`config.mk`:
```
export PLATFORM = sky130hd
export DESIGN_NAME = mem_port_arbiter_flat
export DESIGN_NICKNAME = d
export VERILOG_FILES = /design/src/rtl/mem_port_arbiter_pkg.sv /design/src/rtl/mem_port_arbiter_if.sv /design/src/rtl/mem_port_arbiter_rr_arbiter2.sv /design/src/rtl/mem_port_arbiter.sv /design/src/flat_wrapper.sv
export SDC_FILE = /design/constraint.sdc
export NUM_CORES = 1
export LEC_CHECK = 0
export ABC_AREA = 1
export CAP_MARGIN = 15
export CORE_MARGIN = 2
export CORE_UTILIZATION = 38
export DETAILED_ROUTE_END_ITERATION = 16
export GPL_TIMING_DRIVEN = 0
export PLACE_DENSITY = 0.76
export SKIP_LAST_GASP = 1
export SLEW_MARGIN = 10
export SYNTH_ARGS = -nofsm -noshare
export SYNTH_HDL_FRONTEND = slang
export SYNTH_SLANG_ARGS = --single-unit
export TNS_END_PERCENT = 50
```
`constraint.sdc`:
```
create_clock -name clk_i -period 3.87 [get_ports clk_i]
set_input_delay 0.387 -clock clk_i [delete_from_list [all_inputs] [get_ports clk_i]]
set_output_delay 0.387 -clock clk_i [all_outputs]
set_load 0.1 [all_outputs]
```
`src/rtl/mem_port_arbiter_pkg.sv`:
```
// rtl/mem_port_arbiter_pkg.sv - shared encodings and types for the memory port arbiter
package mem_port_arbiter_pkg;

  localparam logic [1:0] ST_IDLE  = 2'd0;
  localparam logic [1:0] ST_ISSUE = 2'd1;
  localparam logic [1:0] ST_WAIT  = 2'd2;
  localparam logic [1:0] ST_DONE  = 2'd3;

  localparam logic OWN_IF = 1'b0;
  localparam logic OWN_DC = 1'b1;

  localparam int TIMEOUT_CYCLES_DEF = 255;
  localparam int CNT_W              = 8;

  typedef struct packed {
    logic [29:0] addr;
    logic [3:0]  we;
    logic [31:0] wdata;
  } mem_cmd_t;

  // grant bit 1 belongs to the data requester, bit 0 to instruction fetch
  function automatic logic owner_of(input logic [1:0] grant);
    return grant[1] ? OWN_DC : OWN_IF;
  endfunction

endpackage

```
`src/rtl/mem_port_arbiter_if.sv`:
```
// rtl/mem_port_arbiter_if.sv - requester and memory-side signal bundle for the arbiter
interface mem_port_arbiter_if;

  logic        if_req_i;
  logic [29:0] if_addr_i;
  logic        if_done_o;
  logic [31:0] if_rdata_o;

  logic        dc_req_i;
  logic [3:0]  dc_we_i;
  logic [29:0] dc_addr_i;
  logic [31:0] dc_wdata_i;
  logic        dc_done_o;
  logic [31:0] dc_rdata_o;

  logic        mem_req_o;
  logic [29:0] mem_addr_o;
  logic [3:0]  mem_we_o;
  logic [31:0] mem_wdata_o;
  logic        mem_gnt_i;
  logic        mem_rvalid_i;
  logic [31:0] mem_rdata_i;
  logic        mem_timeout_o;

  modport slave (
    input  if_req_i, if_addr_i,
    output if_done_o, if_rdata_o,
    input  dc_req_i, dc_we_i, dc_addr_i, dc_wdata_i,
    output dc_done_o, dc_rdata_o,
    output mem_req_o, mem_addr_o, mem_we_o, mem_wdata_o,
    input  mem_gnt_i, mem_rvalid_i, mem_rdata_i,
    output mem_timeout_o
  );

  modport master (
    output if_req_i, if_addr_i,
    input  if_done_o, if_rdata_o,
    output dc_req_i, dc_we_i, dc_addr_i, dc_wdata_i,
    input  dc_done_o, dc_rdata_o,
    input  mem_req_o, mem_addr_o, mem_we_o, mem_wdata_o,
    output mem_gnt_i, mem_rvalid_i, mem_rdata_i,
    input  mem_timeout_o
  );

endinterface

```
`src/rtl/mem_port_arbiter_rr_arbiter2.sv`:
```
// rtl/mem_port_arbiter_rr_arbiter2.sv - combinational two-way round-robin pick
module rr_arbiter2
  import mem_port_arbiter_pkg::*;
(
  input  logic [1:0] req_i,
  input  logic       last_grant_i,
  output logic [1:0] grant_o
);

  always_comb begin
    grant_o = 2'b00;
    case (req_i)
      2'b01:   grant_o = 2'b01;
      2'b10:   grant_o = 2'b10;
      2'b11:   grant_o = (last_grant_i == OWN_DC) ? 2'b01 : 2'b10;
      default: grant_o = 2'b00;
    endcase
  end

endmodule

```
`src/rtl/mem_port_arbiter.sv`:
```
// rtl/mem_port_arbiter.sv - shares one memory port between fetch and data requesters
module mem_port_arbiter
  import mem_port_arbiter_pkg::*;
#(
  parameter int TIMEOUT_CYCLES = TIMEOUT_CYCLES_DEF
) (
  input logic               clk_i,
  input logic               rst_i,
  mem_port_arbiter_if.slave bus
);

  // abort is taken on the WAIT cycle whose increment brings the counter to TIMEOUT_CYCLES-1
  localparam logic [CNT_W-1:0] CNT_LAST = CNT_W'(TIMEOUT_CYCLES - 2);

  logic [1:0]       state_q, state_d;
  logic             owner_q, owner_d;
  logic             last_grant_q, last_grant_d;
  mem_cmd_t         cmd_q, cmd_d;
  logic [CNT_W-1:0] cnt_q, cnt_d;
  logic [31:0]      if_rdata_q, if_rdata_d;
  logic [31:0]      dc_rdata_q, dc_rdata_d;
  logic             timeout_q, timeout_d;
  logic [1:0]       grant;
  logic             pick;

  rr_arbiter2 u_rr (
    .req_i        ({bus.dc_req_i, bus.if_req_i}),
    .last_grant_i (last_grant_q),
    .grant_o      (grant)
  );

  assign pick = owner_of(grant);

  always_comb begin
    state_d      = state_q;
    owner_d      = owner_q;
    last_grant_d = last_grant_q;
    cmd_d        = cmd_q;
    cnt_d        = cnt_q;
    if_rdata_d   = if_rdata_q;
    dc_rdata_d   = dc_rdata_q;
    timeout_d    = 1'b0;

    case (state_q)
      ST_IDLE: begin
        if (grant != 2'b00) begin
          owner_d      = pick;
          last_grant_d = pick;
          if (pick == OWN_DC) begin
            cmd_d.addr  = bus.dc_addr_i;
            cmd_d.we    = bus.dc_we_i;
            cmd_d.wdata = bus.dc_wdata_i;
          end else begin
            cmd_d.addr  = bus.if_addr_i;
            cmd_d.we    = 4'b0000;
            cmd_d.wdata = 32'h0;
          end
          state_d = ST_ISSUE;
        end
      end
      ST_ISSUE: begin
        if (bus.mem_gnt_i) begin
          cnt_d   = '0;
          state_d = ST_WAIT;
        end
      end
      ST_WAIT: begin
        if (bus.mem_rvalid_i) begin
          if (owner_q == OWN_DC) dc_rdata_d = bus.mem_rdata_i;
          else                   if_rdata_d = bus.mem_rdata_i;
          state_d = ST_DONE;
        end else begin
          cnt_d = cnt_q + 1'b1;
          if (cnt_q == CNT_LAST) begin
            if (owner_q == OWN_DC) dc_rdata_d = 32'h0;
            else                   if_rdata_d = 32'h0;
            timeout_d = 1'b1;
            state_d   = ST_DONE;
          end
        end
      end
      default: state_d = ST_IDLE;
    endcase
  end

  always_ff @(posedge clk_i or posedge rst_i) begin
    if (rst_i) begin
      state_q      <= ST_IDLE;
      owner_q      <= OWN_IF;
      last_grant_q <= OWN_IF;
      cmd_q        <= '0;
      cnt_q        <= '0;
      if_rdata_q   <= 32'h0;
      dc_rdata_q   <= 32'h0;
      timeout_q    <= 1'b0;
    end else begin
      state_q      <= state_d;
      owner_q      <= owner_d;
      last_grant_q <= last_grant_d;
      cmd_q        <= cmd_d;
      cnt_q        <= cnt_d;
      if_rdata_q   <= if_rdata_d;
      dc_rdata_q   <= dc_rdata_d;
      timeout_q    <= timeout_d;
    end
  end

  assign bus.mem_req_o     = (state_q == ST_ISSUE);
  assign bus.mem_addr_o    = cmd_q.addr;
  assign bus.mem_we_o      = cmd_q.we;
  assign bus.mem_wdata_o   = cmd_q.wdata;
  assign bus.mem_timeout_o = timeout_q;
  assign bus.if_done_o     = (state_q == ST_DONE) && (owner_q == OWN_IF);
  assign bus.dc_done_o     = (state_q == ST_DONE) && (owner_q == OWN_DC);
  assign bus.if_rdata_o    = if_rdata_q;
  assign bus.dc_rdata_o    = dc_rdata_q;

endmodule

```
`src/flat_wrapper.sv`:
```
// flat-port wrapper written by rule: the top's interface ports become plain ports
module mem_port_arbiter_flat import mem_port_arbiter_pkg::*;
#(
  parameter int TIMEOUT_CYCLES = TIMEOUT_CYCLES_DEF
)
  (clk_i, rst_i, bus_if_req_i, bus_if_addr_i, bus_if_done_o, bus_if_rdata_o, bus_dc_req_i, bus_dc_we_i, bus_dc_addr_i, bus_dc_wdata_i, bus_dc_done_o, bus_dc_rdata_o, bus_mem_req_o, bus_mem_addr_o, bus_mem_we_o, bus_mem_wdata_o, bus_mem_gnt_i, bus_mem_rvalid_i, bus_mem_rdata_i, bus_mem_timeout_o);
  mem_port_arbiter_if bus_i ();
  input logic clk_i;
  input logic rst_i;
  input wire logic [$bits(bus_i.if_req_i)-1:0] bus_if_req_i;
  input wire logic [$bits(bus_i.if_addr_i)-1:0] bus_if_addr_i;
  output wire logic [$bits(bus_i.if_done_o)-1:0] bus_if_done_o;
  output wire logic [$bits(bus_i.if_rdata_o)-1:0] bus_if_rdata_o;
  input wire logic [$bits(bus_i.dc_req_i)-1:0] bus_dc_req_i;
  input wire logic [$bits(bus_i.dc_we_i)-1:0] bus_dc_we_i;
  input wire logic [$bits(bus_i.dc_addr_i)-1:0] bus_dc_addr_i;
  input wire logic [$bits(bus_i.dc_wdata_i)-1:0] bus_dc_wdata_i;
  output wire logic [$bits(bus_i.dc_done_o)-1:0] bus_dc_done_o;
  output wire logic [$bits(bus_i.dc_rdata_o)-1:0] bus_dc_rdata_o;
  output wire logic [$bits(bus_i.mem_req_o)-1:0] bus_mem_req_o;
  output wire logic [$bits(bus_i.mem_addr_o)-1:0] bus_mem_addr_o;
  output wire logic [$bits(bus_i.mem_we_o)-1:0] bus_mem_we_o;
  output wire logic [$bits(bus_i.mem_wdata_o)-1:0] bus_mem_wdata_o;
  input wire logic [$bits(bus_i.mem_gnt_i)-1:0] bus_mem_gnt_i;
  input wire logic [$bits(bus_i.mem_rvalid_i)-1:0] bus_mem_rvalid_i;
  input wire logic [$bits(bus_i.mem_rdata_i)-1:0] bus_mem_rdata_i;
  output wire logic [$bits(bus_i.mem_timeout_o)-1:0] bus_mem_timeout_o;
  assign bus_i.if_req_i = bus_if_req_i;
  assign bus_i.if_addr_i = bus_if_addr_i;
  assign bus_if_done_o = bus_i.if_done_o;
  assign bus_if_rdata_o = bus_i.if_rdata_o;
  assign bus_i.dc_req_i = bus_dc_req_i;
  assign bus_i.dc_we_i = bus_dc_we_i;
  assign bus_i.dc_addr_i = bus_dc_addr_i;
  assign bus_i.dc_wdata_i = bus_dc_wdata_i;
  assign bus_dc_done_o = bus_i.dc_done_o;
  assign bus_dc_rdata_o = bus_i.dc_rdata_o;
  assign bus_mem_req_o = bus_i.mem_req_o;
  assign bus_mem_addr_o = bus_i.mem_addr_o;
  assign bus_mem_we_o = bus_i.mem_we_o;
  assign bus_mem_wdata_o = bus_i.mem_wdata_o;
  assign bus_i.mem_gnt_i = bus_mem_gnt_i;
  assign bus_i.mem_rvalid_i = bus_mem_rvalid_i;
  assign bus_i.mem_rdata_i = bus_mem_rdata_i;
  assign bus_mem_timeout_o = bus_i.mem_timeout_o;
  mem_port_arbiter #(.TIMEOUT_CYCLES(TIMEOUT_CYCLES)) u_core (.clk_i(clk_i), .rst_i(rst_i), .bus(bus_i));
endmodule
```
==> summary.txt <==
Run status
  – Status: complete, no violations

Global routing
  – Initial antenna violation count: 0
  – Global-route wire length before repair: between 30 and 40 mm
  – Total gr overflow: 0
  – Vias in the first global route: approximately 6000
  – GR Util All Layers: 0.2363
  – Largest net degree at the start of global routing: 37

Place
  – DP Wirelength: around 16 mm
  – Placer Congestion: between 0.8 and 0.9
  – IO buf count: 267
  – Placed Cells: between 1000 and 1500

Setup path
  – Crit Path Max Fanout: 10
  – CP arrival: 2.75 ns
  – Crit path kind: reg -> out
  – Critical path buffers and inverters: 4
  – Worst setup EP type: output pin
  – Max incr delay on CP: between 1 and 1.5 ns
  – CP max-delay cell: clkdlybuf4s50_1
  – Startpoint types: register
  – Cells along the critical path: buf_2 > clkbuf_1 > nand2_1 > inv_1 > clkdlybuf4s50_1
  – CP top delay family: buffers and inverters
  – Crit path required time: about 3.5 ns

Cells and area
  – Diodes inserted: 0
  – Fillcell total: ~1400
  – Layout cells sized above 1: 0.06607
  – Nets: about 1100
  – Fin cells: 1230
  – Synth-to-layout area growth: 57.97%

Logic synthesis
  – Syn nets: approximately 850
  – #FFs+latches synth: ~140
  – Mapped cell area: just over 6000 um^2
  – Warning count from the yosys run: 0
  – Post-synth ARST share: 1.000
  – Cell with the most instances after synthesis: nand2_1
  – Yosys top cell by area: dfrtp_1
  – Synth cell count leaders: nand2_1 (292), dfrtp_1 (142), nand4_1 (70)
  – Average size of a mapped cell: 8.685 um^2
  – Synth cell types: 27
  – Post-Syn Instances: roughly 710
  – Area share of the largest cell type after synthesis: 0.5739
  – Post-synth EDFFs: 0
  – Seq/Total Area, Yosys: 0.5739
  – Most used flip-flop cell after synthesis: dfrtp_1
  – Synth area leaders: dfrtp_1 (57%), nand2_1 (18%), nand4_1 (7.1%)

Detailed routing
  – Antenna Violating Nets Remaining: 0
  – Pre-antenna DRT Iters: 5
  – Routed WL per cell: 16.43 um
  – Drt total wl: approximately 20 mm
  – Number of remaining DRC errors: 0
  – Via/cell ratio: ~5
  – DRT iter0 DRCs: 379
  – Vias: slightly above 6000

Die
  – Die Span X: about 130 um
  – # rows: 46
  – Starting Density: 0.3898
  – Core ar.: ~16000 um^2
  – IO Pins: between 200 and 300
  – Chip Height: between 100 and 150 um
  – Die area: 17330 um^2

Clock network
  – Worst-Skew Late Latency: 0.42 ns
  – Worst-path clk slew: around 0.060 ns
  – Setup bufs post-CTS: 0
  – Clock tree from TritonCTS: done
  – CTS Hold Bufs: 0
  – Clock buffer depth: 2
  – CTS sink count: around 140
  – CTS Root Cell: clkbuf_16
  – H-tree levels: 4
  – Post-cts repair resize count: 0
  – Number of buffers created by CTS: 17

Timing
  – Setup TNS Final: 0 ns
  – Fin. max-slew vios: 0
  – Worst slew pin tran: approximately 1.1 ns
  – Worst Skew: about 0.0095 ns
  – Final Critical Period: roughly 3.1 ns
  – Final setup fails: 0
  – RSZ-0062 raised after global routing: no
  – Tcrit/Tclk final: 0.8113
  – Slew HR: 0.2875
  – Final Hold Fails: 0
  – F_max: about 320 MHz

Run
  – Max cap viols: 0

Hold path
  – Worst min path class: in -> async
layout by cell type, fill, tap and decap left out, drive strengths merged, types with 7 or more instances in the layout:
cell           netlist  final
dfrtp              142    142
o21ai                7      7
clkbuf              22     42
clkdlybuf4s50        0    267
buf                 30     34
nand2              295    295
a31oi               31     31
nor2                39     39
nand3               45     45
nand4               70     70
inv                 19     19
area by class of cell:
type                            count  area [um^2]  area share
Buffer                             52        264.0     0.02699
Clock buffer                       20        446.7     0.04566
Clock inverter                     10        116.4     0.01190
Inverter                           20        78.83    0.008058
Multi-Input combinational cell    499         2300      0.2351
Sequential cell                   142         3553      0.3633
Tap cell                          216        270.3     0.02763
Timing Repair Buffer              271         2753      0.2814
metrics by stage:
stage	setup slack, ns	util	cell area, um^2	hold WS (ns)
finish	0.7303	0.6158	9782	0.3971
detailed placement	1.164	0.5803	9219	0.4571
floorplan	1.491	-	6196	0.4717
CTS	0.7136	0.6158	9782	0.3920
global route	0.6254	0.6158	9782	0.4189
global placement	0.4110	0.5753	9139	0.4521
cells by family after synthesis:
family	Yosys count	share of synthesized area
AND/OR/NAND/NOR	451	0.3178
adder cells (fa/ha/maj)	6	0.01212
flip-flops	142	0.5739
AO/OA/AOI/OAI	42	0.04142
buffers and inverters	72	0.05476
final timing paths:
kind	end	cells past startpoint	slack, ns	start
max	bus_dc_done_o	5	0.73	u_core.owner_q$_DFFE_PP0P_
min	u_core.bus.dc_rdata_o[11]$_DFFE_PP0P_	2	0.40	rst_i
max reg2reg	u_core.bus.mem_we_o[0]$_DFFE_PP0P_	8	1.96	u_core.state_q[1]$_DFFE_PP0P_
min reg2reg	u_core.bus.mem_wdata_o[1]$_DFFE_PP0P_	2	0.47	u_core.bus.mem_wdata_o[1]$_DFFE_PP0P_
max in group asynchronous	u_core.bus.mem_addr_o[1]$_DFFE_PP0P_	5	2.44	rst_i
min in group clk_i	u_core.bus.mem_wdata_o[1]$_DFFE_PP0P_	2	0.47	u_core.bus.mem_wdata_o[1]$_DFFE_PP0P_
layer usage:
layer,vias up,part of all wire,track usage
met5,-,0,0
met4,0,0.018,0.07548
met3,30,0.097,0.07909
met2,309,0.50,0.4180
met1,2911,0.38,0.2687
li1,2951,-,-
registers in the layout, indices dropped and copies added (netlist names):
name / flops
u_core.bus.dc_rdata_o: 32
u_core.state_q: 2
u_core.bus.mem_we_o: 4
u_core.bus.mem_timeout_o: 1
u_core.bus.if_rdata_o: 32
u_core.bus.mem_addr_o: 30
u_core.owner_q: 1
u_core.cnt_q: 8
u_core.bus.mem_wdata_o: 32
Power is not shown: default switching activity piles up to over one toggle a cycle in this logic, so the estimate is an artifact.
